File: src/rtl/alu_exec_pkg.sv
// Shared types and constants for the ALU execute stage: FSM encoding, opcode values, flag bit positions.
package alu_exec_pkg;

  typedef enum logic [1:0] {
    IDLE = 2'd0,
    EXEC = 2'd1,
    WB   = 2'd2
  } state_t;

  localparam logic [7:0] OP_ADD = 8'h00;
  localparam logic [7:0] OP_SUB = 8'h01;
  localparam logic [7:0] OP_MUL = 8'h02;
  localparam logic [7:0] OP_DIV = 8'h03;
  localparam logic [7:0] OP_MOD = 8'h13;

  localparam int FLAG_SIGN = 2;
  localparam int FLAG_PAR  = 3;
  localparam int FLAG_DZ   = 4;

  function automatic logic is_div_op(input logic [7:0] op);
    return (op == OP_DIV) || (op == OP_MOD);
  endfunction

endpackage

File: src/rtl/alu_regfile.sv
// Register file for the execute stage: two combinational read ports, one write port, r0 hardwired to zero.
module alu_regfile #(
  parameter int NREGS = 8,
  parameter int W     = 8
) (
  input  logic                     clk,
  input  logic                     rst,
  input  logic                     we,
  input  logic [$clog2(NREGS)-1:0] waddr,
  input  logic [W-1:0]             wdata,
  input  logic [$clog2(NREGS)-1:0] raddr1,
  input  logic [$clog2(NREGS)-1:0] raddr2,
  output logic [W-1:0]             rdata1,
  output logic [W-1:0]             rdata2
);

  logic [W-1:0] mem [NREGS];

  // NOTE: storage is cleared by reset here because the architecture requires every register to read 0
  // after rst; memories without that requirement are normally left unreset so they map to RAM.
  always_ff @(posedge clk) begin
    if (rst) begin
      for (int i = 0; i < NREGS; i++) mem[i] <= '0;
    end else if (we && (waddr != '0)) begin
      mem[waddr] <= wdata;
    end
  end

  assign rdata1 = (raddr1 == '0) ? '0 : mem[raddr1];
  assign rdata2 = (raddr2 == '0) ? '0 : mem[raddr2];

endmodule

File: src/rtl/alu_exec_stage.sv
// Execute-stage controller feeding an external combinational ALU: IDLE -> EXEC -> WB handshake FSM.
// Optional divide-by-zero trap enabled by defining ALU_EXEC_DIVZERO_TRAP_EN.
module alu_exec_stage
  import alu_exec_pkg::*;
#(
  parameter int NREGS = 8,
  parameter int W     = 8
) (
  input  logic         clk,
  input  logic         rst,
  input  logic         in_valid,
  output logic         in_ready,
  input  logic [7:0]   in_op,
  input  logic [2:0]   in_rd,
  input  logic [2:0]   in_rs1,
  input  logic [2:0]   in_rs2,
  input  logic [W-1:0] in_imm,
  input  logic         in_use_imm,
  output logic [W-1:0] alu_a,
  output logic [W-1:0] alu_b,
  output logic [7:0]   alu_op,
  input  logic [W-1:0] alu_result,
  input  logic [7:0]   alu_flags,
  output logic         out_valid,
  input  logic         out_ready,
  output logic [2:0]   out_rd,
  output logic [W-1:0] out_data,
  output logic [7:0]   flags_q
);

  state_t       state_q, state_d;
  logic [7:0]   op_q;
  logic [2:0]   rd_q;
  logic [W-1:0] a_q, b_q, out_data_q;
  logic [W-1:0] rs1_data, rs2_data;
  logic         accept, exec_done, div_zero, rf_we;
  logic         unused_alu_flags;

  assign unused_alu_flags = ^alu_flags[7:4];

`ifdef ALU_EXEC_DIVZERO_TRAP_EN
  assign div_zero = is_div_op(op_q) && (b_q == '0);
`else
  assign div_zero = 1'b0;
`endif

  // A trapped division leaves the destination register untouched.
  assign rf_we = exec_done && !div_zero;

  alu_regfile #(.NREGS(NREGS), .W(W)) u_regfile (
    .clk    (clk),
    .rst    (rst),
    .we     (rf_we),
    .waddr  (rd_q),
    .wdata  (alu_result),
    .raddr1 (in_rs1),
    .raddr2 (in_rs2),
    .rdata1 (rs1_data),
    .rdata2 (rs2_data)
  );

  // NOTE: every output of this block gets a default first, so no path leaves a signal unassigned
  // and no latch is inferred.
  always_comb begin
    state_d   = state_q;
    in_ready  = 1'b0;
    out_valid = 1'b0;
    accept    = 1'b0;
    exec_done = 1'b0;
    case (state_q)
      IDLE: begin
        in_ready = 1'b1;
        if (in_valid) begin
          accept  = 1'b1;
          state_d = EXEC;
        end
      end
      EXEC: begin
        exec_done = 1'b1;
        state_d   = WB;
      end
      WB: begin
        out_valid = 1'b1;
        if (out_ready) state_d = IDLE;
      end
      default: state_d = IDLE;
    endcase
  end

  // NOTE: sequential state uses non-blocking assignments so every register samples pre-edge values.
  always_ff @(posedge clk) begin
    if (rst) begin
      state_q    <= IDLE;
      op_q       <= '0;
      rd_q       <= '0;
      a_q        <= '0;
      b_q        <= '0;
      out_data_q <= '0;
      flags_q    <= '0;
    end else begin
      state_q <= state_d;
      if (accept) begin
        op_q <= in_op;
        rd_q <= in_rd;
        a_q  <= rs1_data;
        b_q  <= in_use_imm ? in_imm : rs2_data;
      end
      if (exec_done) begin
        out_data_q         <= div_zero ? {W{1'b1}} : alu_result;
        flags_q            <= '0;
        flags_q[FLAG_DZ]   <= div_zero;
        flags_q[FLAG_PAR]  <= alu_flags[FLAG_PAR];
        flags_q[FLAG_SIGN] <= alu_flags[FLAG_SIGN];
        flags_q[1:0]       <= alu_flags[1:0];
      end
    end
  end

  assign alu_a    = a_q;
  assign alu_b    = b_q;
  assign alu_op   = op_q;
  assign out_rd   = rd_q;
  assign out_data = out_data_q;

endmodule

File: config.mk
export PLATFORM = sky130hd
export DESIGN_NAME = alu_exec_stage
export DESIGN_NICKNAME = d
export VERILOG_FILES = /design/src/rtl/alu_exec_pkg.sv /design/src/rtl/alu_regfile.sv /design/src/rtl/alu_exec_stage.sv
export SDC_FILE = /design/constraint.sdc
export NUM_CORES = 1
export LEC_CHECK = 0
export CORE_ASPECT_RATIO = 0.5
export CORE_MARGIN = 5
export CORE_UTILIZATION = 55
export CTS_CLUSTER_DIAMETER = 30
export CTS_CLUSTER_SIZE = 14
export DETAILED_ROUTE_END_ITERATION = 10
export GPL_TIMING_DRIVEN = 0
export PLACE_DENSITY = 0.92
export SETUP_SLACK_MARGIN = 0.05
export SLEW_MARGIN = 10
export SYNTH_ARGS = -nofsm -noshare
export SYNTH_HDL_FRONTEND = slang
export SYNTH_SLANG_ARGS = --single-unit
File: constraint.sdc
create_clock -name clk -period 5.4 [get_ports clk]
set_clock_uncertainty 0.05 [all_clocks]
set_input_delay 1.62 -clock clk [delete_from_list [all_inputs] [get_ports clk]]
set_output_delay 1.62 -clock clk [all_outputs]
set_load 0.005 [all_outputs]
==> impl_results.md, run 1 <==
* Clock root buffer: clkbuf_16
* Worst Hold Class: flip-flop to flip-flop
* H-tree levels at 3
* Setup TNS at 0 ns
* Antenna diodes at 0
* FP Rows at 23
* Clock transition at the registers of the reported paths at around 0.06 ns
* Final WS setup at 2.22 ns
* # port buffers at 78
* # setup viols final at 0
* Hold_ws at 0.403 ns
* Wire per inst at between 20 and 25 um
* First-pass DRT Iterations at 5
* Hold path depth at 2
* Hold EP: alu_op[0]$_SDFFE_PP0P_
* Crit. End Element: flip-flop
* Cts hold-fix bufs at 0
* FF-to-FF End: u_regfile.mem[2][1]$_SDFFCE_PN0P_
* Vias at 3671
* Clk sink count at 97
* Synth Warn # at 0
* GPL Wtd Cong at about 0.89
* Seq/Total Area, Yosys at approximately 53%
* Die ar. at around 11000 um^2
* Final Max Slew Viols at 0
* LEAKAGE at between 2 and 2.5 nW
* Core area at 8140 um^2
* Worst path cell trace: clkdlybuf4s50_1, clkbuf_1, inv_1, o221ai_1, a21oi_1
* Placed wire-length estimate at 9.17 mm
* Critical path launch point type: input port
* Post-Route WL at 12.6 mm
* Initial antenna violation count at 1
* Final period utilization at 58.9%
* Initial Util at 57.5%
* Chip Width at 140 um
* NumNets Final at roughly 560
* Slew headroom at between 30% and 40%
* Setup bufs post-CTS at 0
* Seq cells post-synth at between 90 and 100
* Pwr Density at 291 nW/um^2
* Total power at approximately 0.0017 W
* Worst EP arrival at 3.33 ns
* WS Path Type: input port to flip-flop
* Synth unique cells at 43
* Outcome: finished, final reports clean
* Mapped cell area at 4680 um^2
* Worst r2r src: state_q[1]$_SDFFE_PP0P_
* First-pass GRT wire length at ~19 mm
* Maximum vdd drop at 176 uV
* RSZ-0062 raised after global routing: false
* Layout cells sized above 1 at 14.0%
* CP max-delay cell: clkdlybuf4s50_1
* Vias in the first global route at approximately 3600
* Buf/Inv on CP at 3
* Max Root-Sink Buffers at 2
* Die H at 75.2 um
* Pre-CTS WS at between 1.5 and 2 ns
* Tmin final at 3.18 ns
* Syn Area/Cell at 11.2 um^2
* Worst r2r path cells at 4
* DRC violations left at 0
* Via-per-instance ratio at approximately 5.9
* Max_cap viols at 0
* CP required at 5.55 ns
* CTS Buf Count at 9
* Post-DRT Antenna Nets at 0
* GRT Total Usage at 24.4%
* Initial DRC count at 349
* F_max at 314 MHz
* Worst-Skew Late Latency at 0.34 ns
* Post-cts resize count at 0
* Synthesized instance count at 417
* Crit path max fanout at 10
* Layout area overhead at 26.6%
* Fin. Hold Viols at 0
* TritonCTS clock tree: built
* Crit path max-delay family: buffers and inverters
* Yosys top cell area share at 35.9%
* Io pins at 91
* Reg2Reg Setup Slack at 3.14 ns
* Worst path max stage delay at approximately 0.47 ns
* Area contributors post-synth: edfxtp_1 (36%), dfxtp_1 (18%), and2_1 (7.5%)
* Pin slew with the least headroom to its limit at 0.934 ns
* Pin count of the biggest net entering global routing at 16
* Overflow after GRT at 0
* Post-synth top area cell: edfxtp_1
* Min-delay src: alu_op[0]$_SDFFE_PP0P_
[through the flow]
stage | std cells | cell area, um^2 | util [%]
2_1_floorplan | 420 | 4690 | -
3_3_place_gp | 610 | 5610 | 68.9
3_5_place_dp | 610 | 5610 | 68.9
4_1_cts | 626 | 5930 | 72.8
5_1_grt | 626 | 5930 | 72.8
6_report | 626 | 5930 | 72.8
[worst min-delay path, cell delays in order (launching register included)]
cell and delay [ns]:
dfxtp_1 0.31, nand2_1 0.05, a21oi_1 0.05
[flip-flops by register name (all words and copies together), names as in the netlist]
signal         count
alu_op             8
out_rd             3
state_q            2
u_regfile.mem     56
alu_b              8
alu_a              8
flags_q            4
out_data           8
[kinds of logic after synthesis]
group / count (synthesis) / share of synthesized area (%)
compound gates: 67 / 9.73
simple gates: 178 / 20.6
other cells: 1 / 0.0801
buf+inv: 34 / 4.60
mux: 40 / 11.6
flops: 97 / 53.4
[cells in the mapped netlist, drive strengths merged]
cell type and instances:
nor3 5, o32ai 2, nand3 8, conb 1, mux4 9, nor4 3
clkbuf 13, o2bb2ai 1, inv 3, nand3b 2, dfxtp 41, nor2 9
o21ai 1, a221o 8, nor3b 2, o22ai 6, mux2i 11, or4 1
and3 1, and2b 1, mux2 20, o311a 3, nand2 64, a211oi 1
a221oi 5, o221ai 4, or2 7, buf 18, and2 56, nor2b 3
a21oi 35, nand2b 16, o41ai 1, edfxtp 56
[power by group]
| group | internal, W | switching, W |
|---|---|---|
| sequential | 0.000815 | 0.0000220 |
| combinational | 0.000118 | 0.000115 |
| clock | 0.000393 | 0.000263 |
[layout by cell type (no fill, tap or decap), types with 3 or more instances in the layout]
master and count:
mux4_2 8, clkbuf_16 11, dfxtp_1 41, mux2i_1 11
clkbuf_1 14, o221ai_1 4, nor2b_1 3, clkdlybuf4s50_1 78
buf_6 6, conb_1 4, mux2_2 16, nor2_1 9
inv_1 3, nor3_2 4, edfxtp_1 56, o311a_1 3
or2_2 7, nand2_1 64, o22ai_1 6, a221o_1 8
buf_2 6, buf_4 4, mux2_1 4, a21oi_1 35
nor4_2 3, a221oi_1 4, nand3_1 8, and2_1 56
nand2b_1 16
[worst max-delay path by stage]
stage | startpoint | endpoint | slack (ns) | depth (start not counted)
global route | state_q[1]$_SDFFE_PP0P_ | out_valid | 2.17 | 2
detailed placement | in_use_imm | alu_b[2]$_SDFFE_PP0P_ | 1.98 | 5
finish | in_use_imm | alu_b[2]$_SDFFE_PP0P_ | 2.22 | 5
global placement | in_rs2[2] | alu_b[4]$_SDFFE_PP0P_ | 2.00 | 6
floorplan | rst | u_regfile.mem[7][0]$_SDFFCE_PN0P_ | 2.55 | 4
CTS | state_q[1]$_SDFFE_PP0P_ | out_valid | 2.27 | 2
[area by class of cell]
type,instances,area [um^2]
clock buffers,15,310
multi-input cells,289,1980
well taps,112,140
fillers,538,2210
inverters,3,11.3
clock inverters,1,5.00
flip-flops and latches,97,2500
repair buffers,78,781
plain buffers,31,204
[routing by layer]
metal,up-vias,global-route usage [%],part of all wire [%]
met4,2,8.81,2.4
li1,1681,-,-
met5,-,0,0.10
met2,243,40.3,46
met3,30,9.77,13
met1,1715,29.8,39
No activity file was read; power rests on OpenSTA's default activity.
==> inputs of run 2 (changes only) <==
Settings changed: CORE_UTILIZATION 55 to 52, PLACE_DENSITY 0.92 to 0.88.
Clock period 5.4 ns to 3.25 ns, I/O delays scaled along.
==> impl_results.md, run 2 (synthesis gave the netlist of run 1 again) <==
* # setup viols final at 0 (unchanged)
* H-tree levels at 3 (unchanged)
* Overflow after GRT at 0 (unchanged)
* FF-to-FF End: u_regfile.mem[3][3]$_SDFFCE_PN0P_ (was u_regfile.mem[2][1]$_SDFFCE_PN0P_)
* Crit path max fanout at 10 (unchanged)
* Io pins at 91 (unchanged)
* Most common cell after layout, fill and taps aside: clkdlybuf4s50_1 (unchanged)
* Tmin final at 2.63 ns
* Cts hold-fix bufs at 0 (unchanged)
* F_max at 380 MHz
* Wire per inst at 20.0 um (was 20.1 um)
* TritonCTS clock tree: built (unchanged)
* Fin. Hold Viols at 0 (unchanged)
* Post-cts resize count at 0 (unchanged)
* Hold EP: alu_b[3]$_SDFFE_PP0P_ (was alu_op[0]$_SDFFE_PP0P_)
* Initial DRC count at 458 (was 349)
* Pin slew with the least headroom to its limit at 0.858 ns (was 0.934 ns)
* First-pass DRT Iterations at 6 (was 5)
* Post-Route WL at 12.6 mm (about the same)
* Crit. End Element: flip-flop (unchanged)
* Worst r2r src: state_q[0]$_SDFFE_PP0P_ (was state_q[1]$_SDFFE_PP0P_)
* # port buffers at 78 (unchanged)
* Initial antenna violation count at 0 (was 1)
* DRC violations left at 0 (unchanged)
* Pwr Density at 477 nW/um^2 (was 291 nW/um^2)
* Reg2Reg Setup Slack at 1.04 ns (was 3.14 ns)
* NumNets Final at 555 (unchanged)
* Vias in the first global route at 3630 (was 3581)
* Worst-Skew Late Latency at 0.35 ns (was 0.34 ns)
* Clk sink count at 97 (unchanged)
* Antenna diodes at 0 (unchanged)
* Via-per-instance ratio at 5.80 (was 5.86)
* Die ar. at 11100 um^2 (was 10600 um^2)
* Final WS setup at 0.622 ns (was 2.22 ns)
* Layout area overhead at 26.2% (was 26.6%)
* Pre-CTS WS at 0.370 ns (was 1.98 ns)
* Min-delay src: alu_b[3]$_SDFFE_PP0P_ (was alu_op[0]$_SDFFE_PP0P_)
* Largest register by flop count: u_regfile.mem (unchanged)
* Final Max Slew Viols at 0 (unchanged)
* RSZ-0062 raised after global routing: false (unchanged)
* Critical path launch point type: input port (unchanged)
* Setup TNS at 0 ns (unchanged)
* First-pass GRT wire length at 19.6 mm (was 19.0 mm)
* CTS Buf Count at 9 (unchanged)
* Clock transition at the registers of the reported paths at 0.06 ns (about the same)
* Final period utilization at 80.9%
* LEAKAGE at 2.18 nW (was 2.20 nW)
* Post-DRT Antenna Nets at 0 (unchanged)
* GRT Total Usage at 23.6% (was 24.4%)
* Outcome: finished, final reports clean (unchanged)
* Most frequent cells in the layout: clkdlybuf4s50_1 (78), nand2_1 (64), and2_1 (56), edfxtp_1 (56), dfxtp_1 (41) (unchanged)
* Max Root-Sink Buffers at 2 (unchanged)
* Vias at 3658 (was 3671)
* Layout cells sized above 1 at 13.8% (was 14.0%)
* Initial Util at 53.6% (was 57.5%)
* Placed wire-length estimate at 9.03 mm (was 9.17 mm)
* Max_cap viols at 0 (unchanged)
* Setup bufs post-CTS at 0 (unchanged)
* Slew headroom at 42.3% (was 37.2%)
* CP required at 3.41 ns (was 5.55 ns)
* Worst EP arrival at 2.79 ns (was 3.33 ns)
* GPL Wtd Cong at 0.923 (was 0.893)
* Worst path cell trace: clkdlybuf4s50_1, clkbuf_1, inv_1, o221ai_1, a21oi_1 (unchanged)
* Hold path depth at 2 (unchanged)
* Chip Width at 144 um (was 140 um)
* Fin util at 67.6% (was 72.8%)
* Die H at 77.1 um (was 75.2 um)
* Worst path max stage delay at 0.47 ns (about the same)
* Worst r2r path cells at 4 (unchanged)
* FP Rows at 24 (was 23)
* WS Path Type: input port to flip-flop (unchanged)
* Number of flip-flops in the largest register at 56 (unchanged)
* CP max-delay cell: clkbuf_1 (was clkdlybuf4s50_1)
* Pin count of the biggest net entering global routing at 16 (unchanged)
* Maximum vdd drop at 279 uV (was 176 uV)
* Clock root buffer: clkbuf_16 (unchanged)
* Worst Hold Class: flip-flop to flip-flop (unchanged)
* Core area at 8740 um^2 (was 8140 um^2)
[run 2: through the flow]
step	area (um^2)	instances	hold slack (ns)	power [W]
after floorplan	4690	420	0.403	0.00161
after global placement	5620	615	0.391	0.00179
after detailed placement	5620	615	0.396	0.00180
after CTS	5910	631	0.405	0.00282
after global routing	5910	631	0.419	0.00293
final	5910	631	0.404	0.00282
[run 2: metal layers]
layer / track usage (%) / wire, um / vias to the layer above / share of wire (%)
met5: 0 / 0 / - / 0
met2: 35.7 / 5640 / 213 / 45
met4: 7.08 / 238 / 0 / 1.9
met3: 8.39 / 1530 / 25 / 12
li1: - / - / 1683 / -
met1: 31.9 / 5190 / 1737 / 41
[run 2: worst max-delay path: cells and delay by family]
kind                   cells  cell delay, ns
buffers and inverters      3            1.29
AO/OA/AOI/OAI              2            0.51
[run 2: area by class of cell]
cell class                      instances  area, um^2
Buffer                                 31         204
Clock buffer                           12         246
Clock inverter                          4        43.8
Fill cell                             629        2830
Inverter                                3        11.3
Multi-Input combinational cell        289        1980
Sequential cell                        97        2500
Tap cell                              117         146
Timing Repair Buffer                   78         781
[run 2: where the power goes]
group | switching [W] | internal, W | total [W]
sequential | 0.0000355 | 0.00135 | 0.00139
combinational | 0.000192 | 0.000197 | 0.000388
clock | 0.000427 | 0.000612 | 0.00104
total | 0.000654 | 0.00216 | 0.00282
[run 2: worst max path at each step]
| stage | slack, ns | cells past startpoint | from | end |
|---|---|---|---|---|
| final | 0.62 | 5 | in_use_imm | alu_b[3]$_SDFFE_PP0P_ |
| after global routing | 0.57 | 6 | in_use_imm | alu_b[2]$_SDFFE_PP0P_ |
| after CTS | 0.72 | 6 | in_valid | alu_a[5]$_SDFFE_PP0P_ |
| after detailed placement | 0.37 | 5 | in_use_imm | alu_b[3]$_SDFFE_PP0P_ |
| after global placement | 0.36 | 5 | in_use_imm | alu_b[3]$_SDFFE_PP0P_ |
| after floorplan | 1.04 | 4 | rst | u_regfile.mem[7][0]$_SDFFCE_PN0P_ |
